===== src/rtl/tone_sweep_ctrl_pkg.sv =====
// Shared definitions for the tone sweep controller and its saturating adder.
//   state_t     : sequencer states (idle, running a sweep, one-cycle finish)
//   ATTEN_IDLE  : attenuation divisor that keeps sinegen silent; never 0
//   *_DEF       : default widths matching sinegen's phasein/attenuation ports
package tone_sweep_ctrl_pkg;

  localparam int PHW_DEF = 16;  // phase increment width
  localparam int ATW_DEF = 16;  // attenuation divisor width
  localparam int DWW_DEF = 16;  // dwell (samples per step) width
  localparam int NSW_DEF = 8;   // step count / step index width

  localparam logic [15:0] ATTEN_IDLE = 16'h7FFF;

  typedef enum logic [1:0] {
    ST_IDLE = 2'd0,
    ST_RUN  = 2'd1,
    ST_FIN  = 2'd2
  } state_t;

endpackage


===== src/rtl/tone_sweep_ctrl_sat_add.sv =====
// sat_add_s16: combinational unsigned + signed saturating adder.
//   a : unsigned operand (current phase increment)
//   b : two's-complement operand (per-step delta)
//   y : a+b clamped to [0, 2^W-1]
module sat_add_s16 #(
  parameter int W = 16
) (
  input  logic [W-1:0] a,
  input  logic [W-1:0] b,
  output logic [W-1:0] y
);

  // Two extra bits: one for the sign, one so that (2^W-1) + (2^(W-1)-1)
  // cannot wrap back into the positive range.
  logic [W+1:0] sum;

  always_comb begin
    sum = {2'b00, a} + {{2{b[W-1]}}, b};
    if (sum[W+1]) begin
      y = '0;                 // negative result
    end else if (sum[W]) begin
      y = '1;                 // above full scale
    end else begin
      y = sum[W-1:0];
    end
  end

endmodule


===== src/rtl/tone_sweep_ctrl.sv =====
// tone_sweep_ctrl: sequences sinegen through a stepped-frequency sweep.
//   clock, resetn      : system clock, asynchronous active-low reset
//   start              : 1-cycle request; latches cfg_* and begins a sweep
//   abort              : ends a running sweep at once, without done
//   sample_tick        : 1-cycle strobe per audio sample
//   cfg_phase_start    : first phase increment (unsigned)
//   cfg_phase_step     : signed delta added per step (saturating)
//   cfg_nsteps         : number of frequency steps (0 behaves as 1)
//   cfg_dwell          : samples held per step (0 behaves as 1)
//   cfg_atten          : attenuation divisor during the sweep (0 -> idle value)
//   phasein            : to sinegen.phasein
//   attenuation        : to sinegen.attenuation, never 0
//   tone_en, busy      : tone active / sweep in progress
//   done               : 1-cycle pulse on normal completion
//   step_idx           : current 0-based step
module tone_sweep_ctrl
  import tone_sweep_ctrl_pkg::*;
#(
  parameter int PHW = PHW_DEF,
  parameter int ATW = ATW_DEF,
  parameter int DWW = DWW_DEF,
  parameter int NSW = NSW_DEF
) (
  input  logic           clock,
  input  logic           resetn,
  input  logic           start,
  input  logic           abort,
  input  logic           sample_tick,
  input  logic [PHW-1:0] cfg_phase_start,
  input  logic [PHW-1:0] cfg_phase_step,
  input  logic [NSW-1:0] cfg_nsteps,
  input  logic [DWW-1:0] cfg_dwell,
  input  logic [ATW-1:0] cfg_atten,
  output logic [PHW-1:0] phasein,
  output logic [ATW-1:0] attenuation,
  output logic           tone_en,
  output logic           busy,
  output logic           done,
  output logic [NSW-1:0] step_idx
);

  localparam logic [ATW-1:0] ATTEN_OFF = ATW'(ATTEN_IDLE);

  state_t         state;
  logic [PHW-1:0] step_reg;     // latched signed delta
  logic [NSW-1:0] nsteps_reg;   // latched step count, already forced >= 1
  logic [DWW-1:0] dwell_reg;    // latched dwell, already forced >= 1
  logic [DWW-1:0] dwell_cnt;
  logic [PHW-1:0] phase_next;
  logic           last_sample;
  logic           last_step;

  sat_add_s16 #(.W(PHW)) u_sat_add (
    .a (phasein),
    .b (step_reg),
    .y (phase_next)
  );

  assign last_sample = (dwell_cnt == dwell_reg - DWW'(1));
  assign last_step   = (step_idx == nsteps_reg - NSW'(1));

  always_ff @(posedge clock or negedge resetn) begin
    if (!resetn) begin
      state       <= ST_IDLE;
      phasein     <= '0;
      attenuation <= ATTEN_OFF;
      tone_en     <= 1'b0;
      busy        <= 1'b0;
      done        <= 1'b0;
      step_idx    <= '0;
      dwell_cnt   <= '0;
      step_reg    <= '0;
      nsteps_reg  <= '0;
      dwell_reg   <= '0;
    end else begin
      case (state)
        ST_IDLE: begin
          done <= 1'b0;
          // abort beats a simultaneous start; a tick in the start cycle is not counted
          if (start && !abort) begin
            state       <= ST_RUN;
            busy        <= 1'b1;
            tone_en     <= 1'b1;
            phasein     <= cfg_phase_start;
            attenuation <= (cfg_atten == '0) ? ATTEN_OFF : cfg_atten;
            step_reg    <= cfg_phase_step;
            nsteps_reg  <= (cfg_nsteps == '0) ? NSW'(1) : cfg_nsteps;
            dwell_reg   <= (cfg_dwell == '0) ? DWW'(1) : cfg_dwell;
            step_idx    <= '0;
            dwell_cnt   <= '0;
          end
        end

        ST_RUN: begin
          if (abort) begin
            state       <= ST_IDLE;
            busy        <= 1'b0;
            tone_en     <= 1'b0;
            phasein     <= '0;
            attenuation <= ATTEN_OFF;
            step_idx    <= '0;
            dwell_cnt   <= '0;
          end else if (sample_tick) begin
            if (!last_sample) begin
              dwell_cnt <= dwell_cnt + DWW'(1);
            end else if (last_step) begin
              state       <= ST_FIN;
              done        <= 1'b1;
              busy        <= 1'b0;
              tone_en     <= 1'b0;
              phasein     <= '0;
              attenuation <= ATTEN_OFF;
              step_idx    <= '0;
              dwell_cnt   <= '0;
            end else begin
              step_idx  <= step_idx + NSW'(1);
              dwell_cnt <= '0;
              phasein   <= phase_next;
            end
          end
        end

        ST_FIN: begin
          // start and abort are both ignored here; FIN always lasts one cycle
          state <= ST_IDLE;
          done  <= 1'b0;
        end

        default: begin
          state       <= ST_IDLE;
          busy        <= 1'b0;
          tone_en     <= 1'b0;
          done        <= 1'b0;
          phasein     <= '0;
          attenuation <= ATTEN_OFF;
          step_idx    <= '0;
          dwell_cnt   <= '0;
        end
      endcase
    end
  end

endmodule


===== config.mk =====
export PLATFORM = sky130hd
export DESIGN_NAME = tone_sweep_ctrl
export DESIGN_NICKNAME = d
export VERILOG_FILES = /design/src/rtl/tone_sweep_ctrl_pkg.sv /design/src/rtl/tone_sweep_ctrl_sat_add.sv /design/src/rtl/tone_sweep_ctrl.sv
export SDC_FILE = /design/constraint.sdc
export NUM_CORES = 1
export LEC_CHECK = 0
export CAP_MARGIN = 20
export CORE_AREA = 2 2 108 110
export CTS_CLUSTER_SIZE = 20
export DETAILED_ROUTE_END_ITERATION = 8
export DIE_AREA = 0 0 110 112
export PLACE_DENSITY_LB_ADDON = 0.12
export SYNTH_ARGS = -nofsm -noshare
export SYNTH_HDL_FRONTEND = slang
export SYNTH_HIERARCHICAL = 1
export SYNTH_SLANG_ARGS = --single-unit
export TNS_END_PERCENT = 100

===== constraint.sdc =====
create_clock -name clock -period 12.4 [get_ports clock]
set_clock_uncertainty 0.2 [all_clocks]
set_input_delay 1.86 -clock clock [delete_from_list [all_inputs] [get_ports clock]]
set_output_delay 1.86 -clock clock [all_outputs]
set_load 0.01 [all_outputs]

## Yosys cells after proc, flatten, opt, wreduce, memory -nomap -nowiden

Cells that the tools add are included.

| storage, ports and cells | value |
|---|---|
| register bits | 100 |
| bits in latches | 0 |
| memory bits (writable) | 0 |
| bits in read-only memories | 0 |
| bits of input ports | 77 |
| output and inout bits | 43 |
| logic and storage cells | 85 |
| memories kept | 0 |

| operators by class | value |
|---|---|
| $add $sub $neg | 5 |
| $mul | 0 |
| divide/modulo/power cells | 0 |
| magnitude comparators | 0 |
| equal/unequal tests | 12 |
| shift operators | 0 |
| mux-type cells | 45 |
| bitwise logic cells | 1 |
| reductions and logical operators | 12 |

Operator list:

| cell | number |
|---|---|
| two-way mux 16 bit | 18 |
| one-hot mux 16 bit (3 select lines) | 3 |
| two-way mux 8 bit | 6 |
| logical NOT 16 bit | 2 |
| one-hot mux 8 bit (3 select lines) | 1 |
| adder 17 x 16 -> 18 bit | 1 |
| adder 16 x 1 -> 16 bit (second input constant) | 1 |
| equality test 16 bit | 1 |
| subtractor 16 x 1 -> 16 bit (second input constant) | 1 |
| AND reduction 4 bit | 3 |
| two-way mux 1 bit | 10 |
| two-way mux 2 bit | 5 |
| inequality test 2 bit (second input constant) | 5 |
| inequality test 3 bit (second input constant) | 3 |
| adder 8 x 1 -> 8 bit (second input constant) | 1 |
| equality test 8 bit | 1 |
| logical NOT 8 bit | 1 |
| subtractor 8 x 1 -> 8 bit (second input constant) | 1 |
| AND reduction 5 bit | 1 |
| one-hot mux 2 bit (2 select lines) | 1 |
| one-hot mux 1 bit (3 select lines) | 1 |
| AND reduction 3 bit | 1 |
| equality test 2 x 1 -> 1 bit (second input constant) | 1 |
| equality test 2 bit (second input constant) | 1 |
| 5 further kinds | 5 |

## Depth between registers and ports, before layout

| depth | value |
|---|---|
| depth in word-level cells | 8 |
| mapped depth | 13 |

## Hierarchy

Netlist, hierarchy kept.

By module, submodules not included:

| module | times used | cells each | area each (um^2) | sequential area each (um^2) |
|---|---|---|---|---|
| tone_sweep_ctrl | 1 | 456 | 5138.7 | 2521.2 |
| sat_add_s16 | 1 | 153 | 1108.6 | 0.0 |

## Worst setup path after synthesis

No wires, ideal clock.

| timing path | value |
|---|---|
| kind | register to register |
| from | reg dwell_reg[0] |
| to | reg phasein[10] |
| setup time | 125 ps |
| arrival | 3551 ps |
| data required time | 12075 ps |
| setup slack | 8525 ps |
| stages on the path, launching flop included | 11 |
| path buffers | 3 |
| clock period less this slack | 3875 ps |
| cell sequence | dfrtp_1 > or4_1 > buf_2 > or3_4 > or4_1 > a221o_1 > or4_1 > buf_4 > nand2_4 > buf_4 > mux2_2 |

| between the ends | value |
|---|---|
| cells in the longest elaborated chain, start to end | 4 |

Ends and longest elaborated chain:

| what | line | source |
|---|---|---|
| from (decl) | tone_sweep_ctrl.sv:47 | `logic [DWW-1:0] dwell_reg;` |
| from (signal assigned) | tone_sweep_ctrl.sv:88 | `dwell_reg <= (cfg_dwell == '0) ? DWW'(1) : cfg_dwell;` |
| subtractor 16 x 1 -> 16 bit | tone_sweep_ctrl.sv:59 | `assign last_sample = (dwell_cnt == dwell_reg - DWW'(1));` |
| equality test 16 bit | tone_sweep_ctrl.sv:59 |  |
| inequality test 3 bit (no source line) | - |  |
| AND reduction 4 bit (no source line) | - |  |
| to (signal assigned) | tone_sweep_ctrl.sv:84 | `phasein <= cfg_phase_start;` |
| to (signal assigned) | tone_sweep_ctrl.sv:118 | `phasein <= phase_next;` |
| to (decl) | tone_sweep_ctrl.sv:34 | `output logic [PHW-1:0] phasein,` |

No other way between the ends.
A chain may end at the register's enable or synchronous reset.

## Worst setup path after layout

| timing path | value |
|---|---|
| from | in abort |
| to | reg phasein[10] |

| between the ends | value |
|---|---|
| cells in the longest elaborated chain, start to end | 4 |

Ends and longest elaborated chain:

| what | line | source |
|---|---|---|
| from (decl) | tone_sweep_ctrl.sv:27 | `input logic abort,` |
| logical NOT 1 bit | tone_sweep_ctrl.sv:80 | `if (start && !abort) begin` |
| logical AND 1 bit | tone_sweep_ctrl.sv:80 |  |
| inequality test 2 bit (no source line) | - |  |
| AND reduction 4 bit (no source line) | - |  |

Several ways; a longest one is shown, not always the timed one.

==> flow_summary.json <==
{
  "cp_max_fo": 27,
  "drv_cap": 0,
  "die_h_um": 112,
  "pwr-share-clk_pct": 24.8,
  "drtPass1Iterations": 5,
  "via_per_inst": 6.14,
  "h-tree-depth": 3,
  "worstSetupStartpointType": "primary input",
  "sw_frac_of_total_pct": 35.4,
  "syn_nets": 708,
  "yosys.cell_types.count": 74,
  "ys_top_cells_by_area": "dfrtp_1 34%, mux2_2 9.4%, dfstp_2 6.3%",
  "cts_root_buf": "clkbuf_16",
  "nFillCells": 877,
  "r2r_slack_ns": 8.14,
  "clk_pin_slew_worst_paths_ns": 0.07,
  "synth.yosys.seq_area_share_pct": 40.4,
  "synthMuxAreaShare_pct": 10.0,
  "cts_buffer_depth": 2,
  "synthCells": 609,
  "yosys_warnings": 6,
  "portBuffers": 119,
  "cts.sinks": 100,
  "cts_resized": 0,
  "synth_compound_area_share_pct": 18.2,
  "grt.overflow.total": 0,
  "switching_power_mw": 0.449,
  "synth_top_family_by_area": "compound AO/OA/AOI/OAI gates",
  "slowest_delay_ns": 0.63,
  "coreArea_um2": 11200,
  "yosys_register_bits": 100,
  "setup_viol": 0,
  "clock.fmax_mhz": 234,
  "endpoint_kind": "flop",
  "crit_top_cell": "nand2_1",
  "ys_async_sr_fraction_pct": 100,
  "synth_adder_area_share_pct": 4.53,
  "worstSkewPairLatency_ns": 0.35,
  "ant_nets": 0,
  "grt_pass1_vias": 5227,
  "min_path_type": "flop to flop",
  "synth_edf_count": 0,
  "drcViolationCount": 0,
  "worst_ep_arrival_time_ns": 4.30,
  "period_needed_ns": 4.27,
  "finalNetCount": 818,
  "wl_per_cell_um": 17.7,
  "p_total_mw": 1.27,
  "numCtsBuffers": 9,
  "antenna_found_initial": 0,
  "rsz0062_at_grt": "no",
  "grt_pass1_wl_um": 25200,
  "cp.buffers_inverters": 1,
  "ys.flop_type": "dfrtp_1",
  "min_period_over_period_pct": 34.5,
  "ios": 120,
  "seqPwrFrac_pct": 34.2,
  "cts_tree": "done",
  "hpwl_um": 11200,
  "peakVddDrop_mv": 0.161,
  "worstPathRequired_ns": 12.43,
  "cp_cell_sequence": "clkdlybuf4s50_1, nor2_1, nand2_1, nand2_1, nand2_1, or4_1, nand2_4, mux2_2",
  "synth_top_cell_area_share_pct": 34.0,
  "postCtsHoldBufs": 0,
  "hold_viol_final": 0,
  "worst_slack_ns": 8.13,
  "fin_setup_tns_ns": 0,
  "floorplan.die_area_um2": 12300,
  "syn_avg_cell_area_um2": 10.3,
  "drt_iter0_markers": 325,
  "cp_slowest_cell": "or4_1",
  "area_growth_pct": 26.2,
  "pre_cts_ws_ns": 7.68,
  "grt_max_degree": 74,
  "power_leakage_nw": 3.16,
  "outcome": "completed",
  "cp_top_family": "simple AND/OR/NAND/NOR gates",
  "relSlewSlack_pct": 34.5,
  "cts_setup_buffers": 0,
  "diodes": 0,
  "drive_gt1_share_pct": 15.5,
  "num_rows": 39,
  "syn_area_um2": 6250,
  "initial_utilization_pct": 55.9,
  "gp_congestion": 0.885,
  "worstMarginPinSlew_ns": 0.977,
  "p_int_mw": 0.819,
  "grt_use_total_pct": 25.8,
  "p_per_area_nw_per_um2": 161,
  "synth_simple_gate_area_share_pct": 16.5,
  "criticalPathCategory": "primary input to flop",
  "comb_power_share_pct": 41.0,
  "yosys.area_share.xor_xnor_pct": 7.27,
  "slew_violations": 0,
  "die_w_um": 110,
  "yosysTopAreaCell": "dfrtp_1",
  "routed_wl_um": 15300,
  "via_count": 5321
}
layout by cell type, fill, tap and decap left out, types with 19 or more instances in the layout:
master           count
mux2_2              52
nor2_1              43
xor2_1              19
clkdlybuf4s50_1    118
dfrtp_1             85
ha_1                21
a21oi_1             27
xnor2_1             31
nand2_1             27
synth_stat cells (5+ instances only):
| cell type | instances |
|---|---|
| a21oi_1 | 27 |
| a22o_1 | 16 |
| and2_1 | 5 |
| and3_1 | 10 |
| and4_1 | 5 |
| buf_4 | 6 |
| clkbuf_1 | 15 |
| dfrtp_1 | 85 |
| dfstp_2 | 15 |
| ha_1 | 21 |
| inv_1 | 16 |
| mux2_2 | 52 |
| nand2_1 | 27 |
| nand2b_1 | 9 |
| nand3_1 | 14 |
| nand4_1 | 9 |
| nor2_1 | 45 |
| nor2b_1 | 5 |
| nor3_1 | 11 |
| nor3b_1 | 5 |
| nor4_1 | 14 |
| o211ai_1 | 10 |
| o21ai_0 | 15 |
| o22a_1 | 16 |
| o22ai_1 | 8 |
| o31ai_1 | 10 |
| or3_1 | 6 |
| or4_1 | 5 |
| xnor2_1 | 31 |
| xor2_1 | 19 |
per-stage QoR:
step | instance area (um2) | util, % | std cells | hold WS (ns)
after detailed placement | 7520 | 67.3 | 849 | 0.305
after global placement | 7510 | 67.2 | 848 | 0.298
after CTS | 7850 | 70.3 | 865 | 0.317
final | 7890 | 70.6 | 867 | 0.316
after floorplan | 6250 | - | 609 | 0.285
after global routing | 7890 | 70.6 | 867 | 0.320
cell families (layout without fill, tap and decap cells):
logic type,count (synthesis),after routing
simple gates,186,186
mux,56,56
xor+xnor,51,51
compound gates,152,152
flops,100,100
fa+ha+maj,22,22
buf+inv,42,157
path summary, 6_finish.rpt:
| kind | from | end | depth (start not counted) |
|---|---|---|---|
| max | abort | phasein[10]$_DFFE_PN0P_ | 8 |
| min | attenuation[14]$_DFFE_PN1P_ | attenuation[14]$_DFFE_PN1P_ | 1 |
| max reg2reg | dwell_reg[0]$_DFFE_PN0P_ | phasein[10]$_DFFE_PN0P_ | 7 |
| min reg2reg | attenuation[14]$_DFFE_PN1P_ | attenuation[14]$_DFFE_PN1P_ | 1 |
| max in group asynchronous | resetn | phasein[9]$_DFFE_PN0P_ | 2 |
| min in group asynchronous | resetn | nsteps_reg[4]$_DFFE_PN0P_ | 1 |
layer usage:
| metal | up-vias | global-route usage, % | routed length (um) |
|---|---|---|---|
| met5 | - | 0 | 0 |
| met4 | 0 | 5.99 | 202 |
| met3 | 23 | 5.56 | 704 |
| met2 | 148 | 42.6 | 7850 |
| met1 | 2641 | 34.5 | 6550 |
| li1 | 2509 | - | - |
power by group through the flow:
stage	Combinational, mW	Clock (mW)	Sequential (mW)
global placement	0.491	0	0.437
detailed placement	0.509	0	0.439
floorplan	0.358	0	0.432
global route	0.567	0.334	0.442
finish	0.519	0.315	0.434
CTS	0.514	0.320	0.434
final cells by class:
class                   instances  area, um2  share of cell area [%]
multi-input cells             467       3540                    44.9
well taps                     143        179                    2.27
clock buffers                  10        239                    3.03
repair buffers                125       1250                    15.9
flip-flops and latches        100       2520                    32.0
clock inverters                 6       95.1                    1.21
inverters                      16       60.1                   0.762
Note: power is estimated with default switching activity, not from simulation.
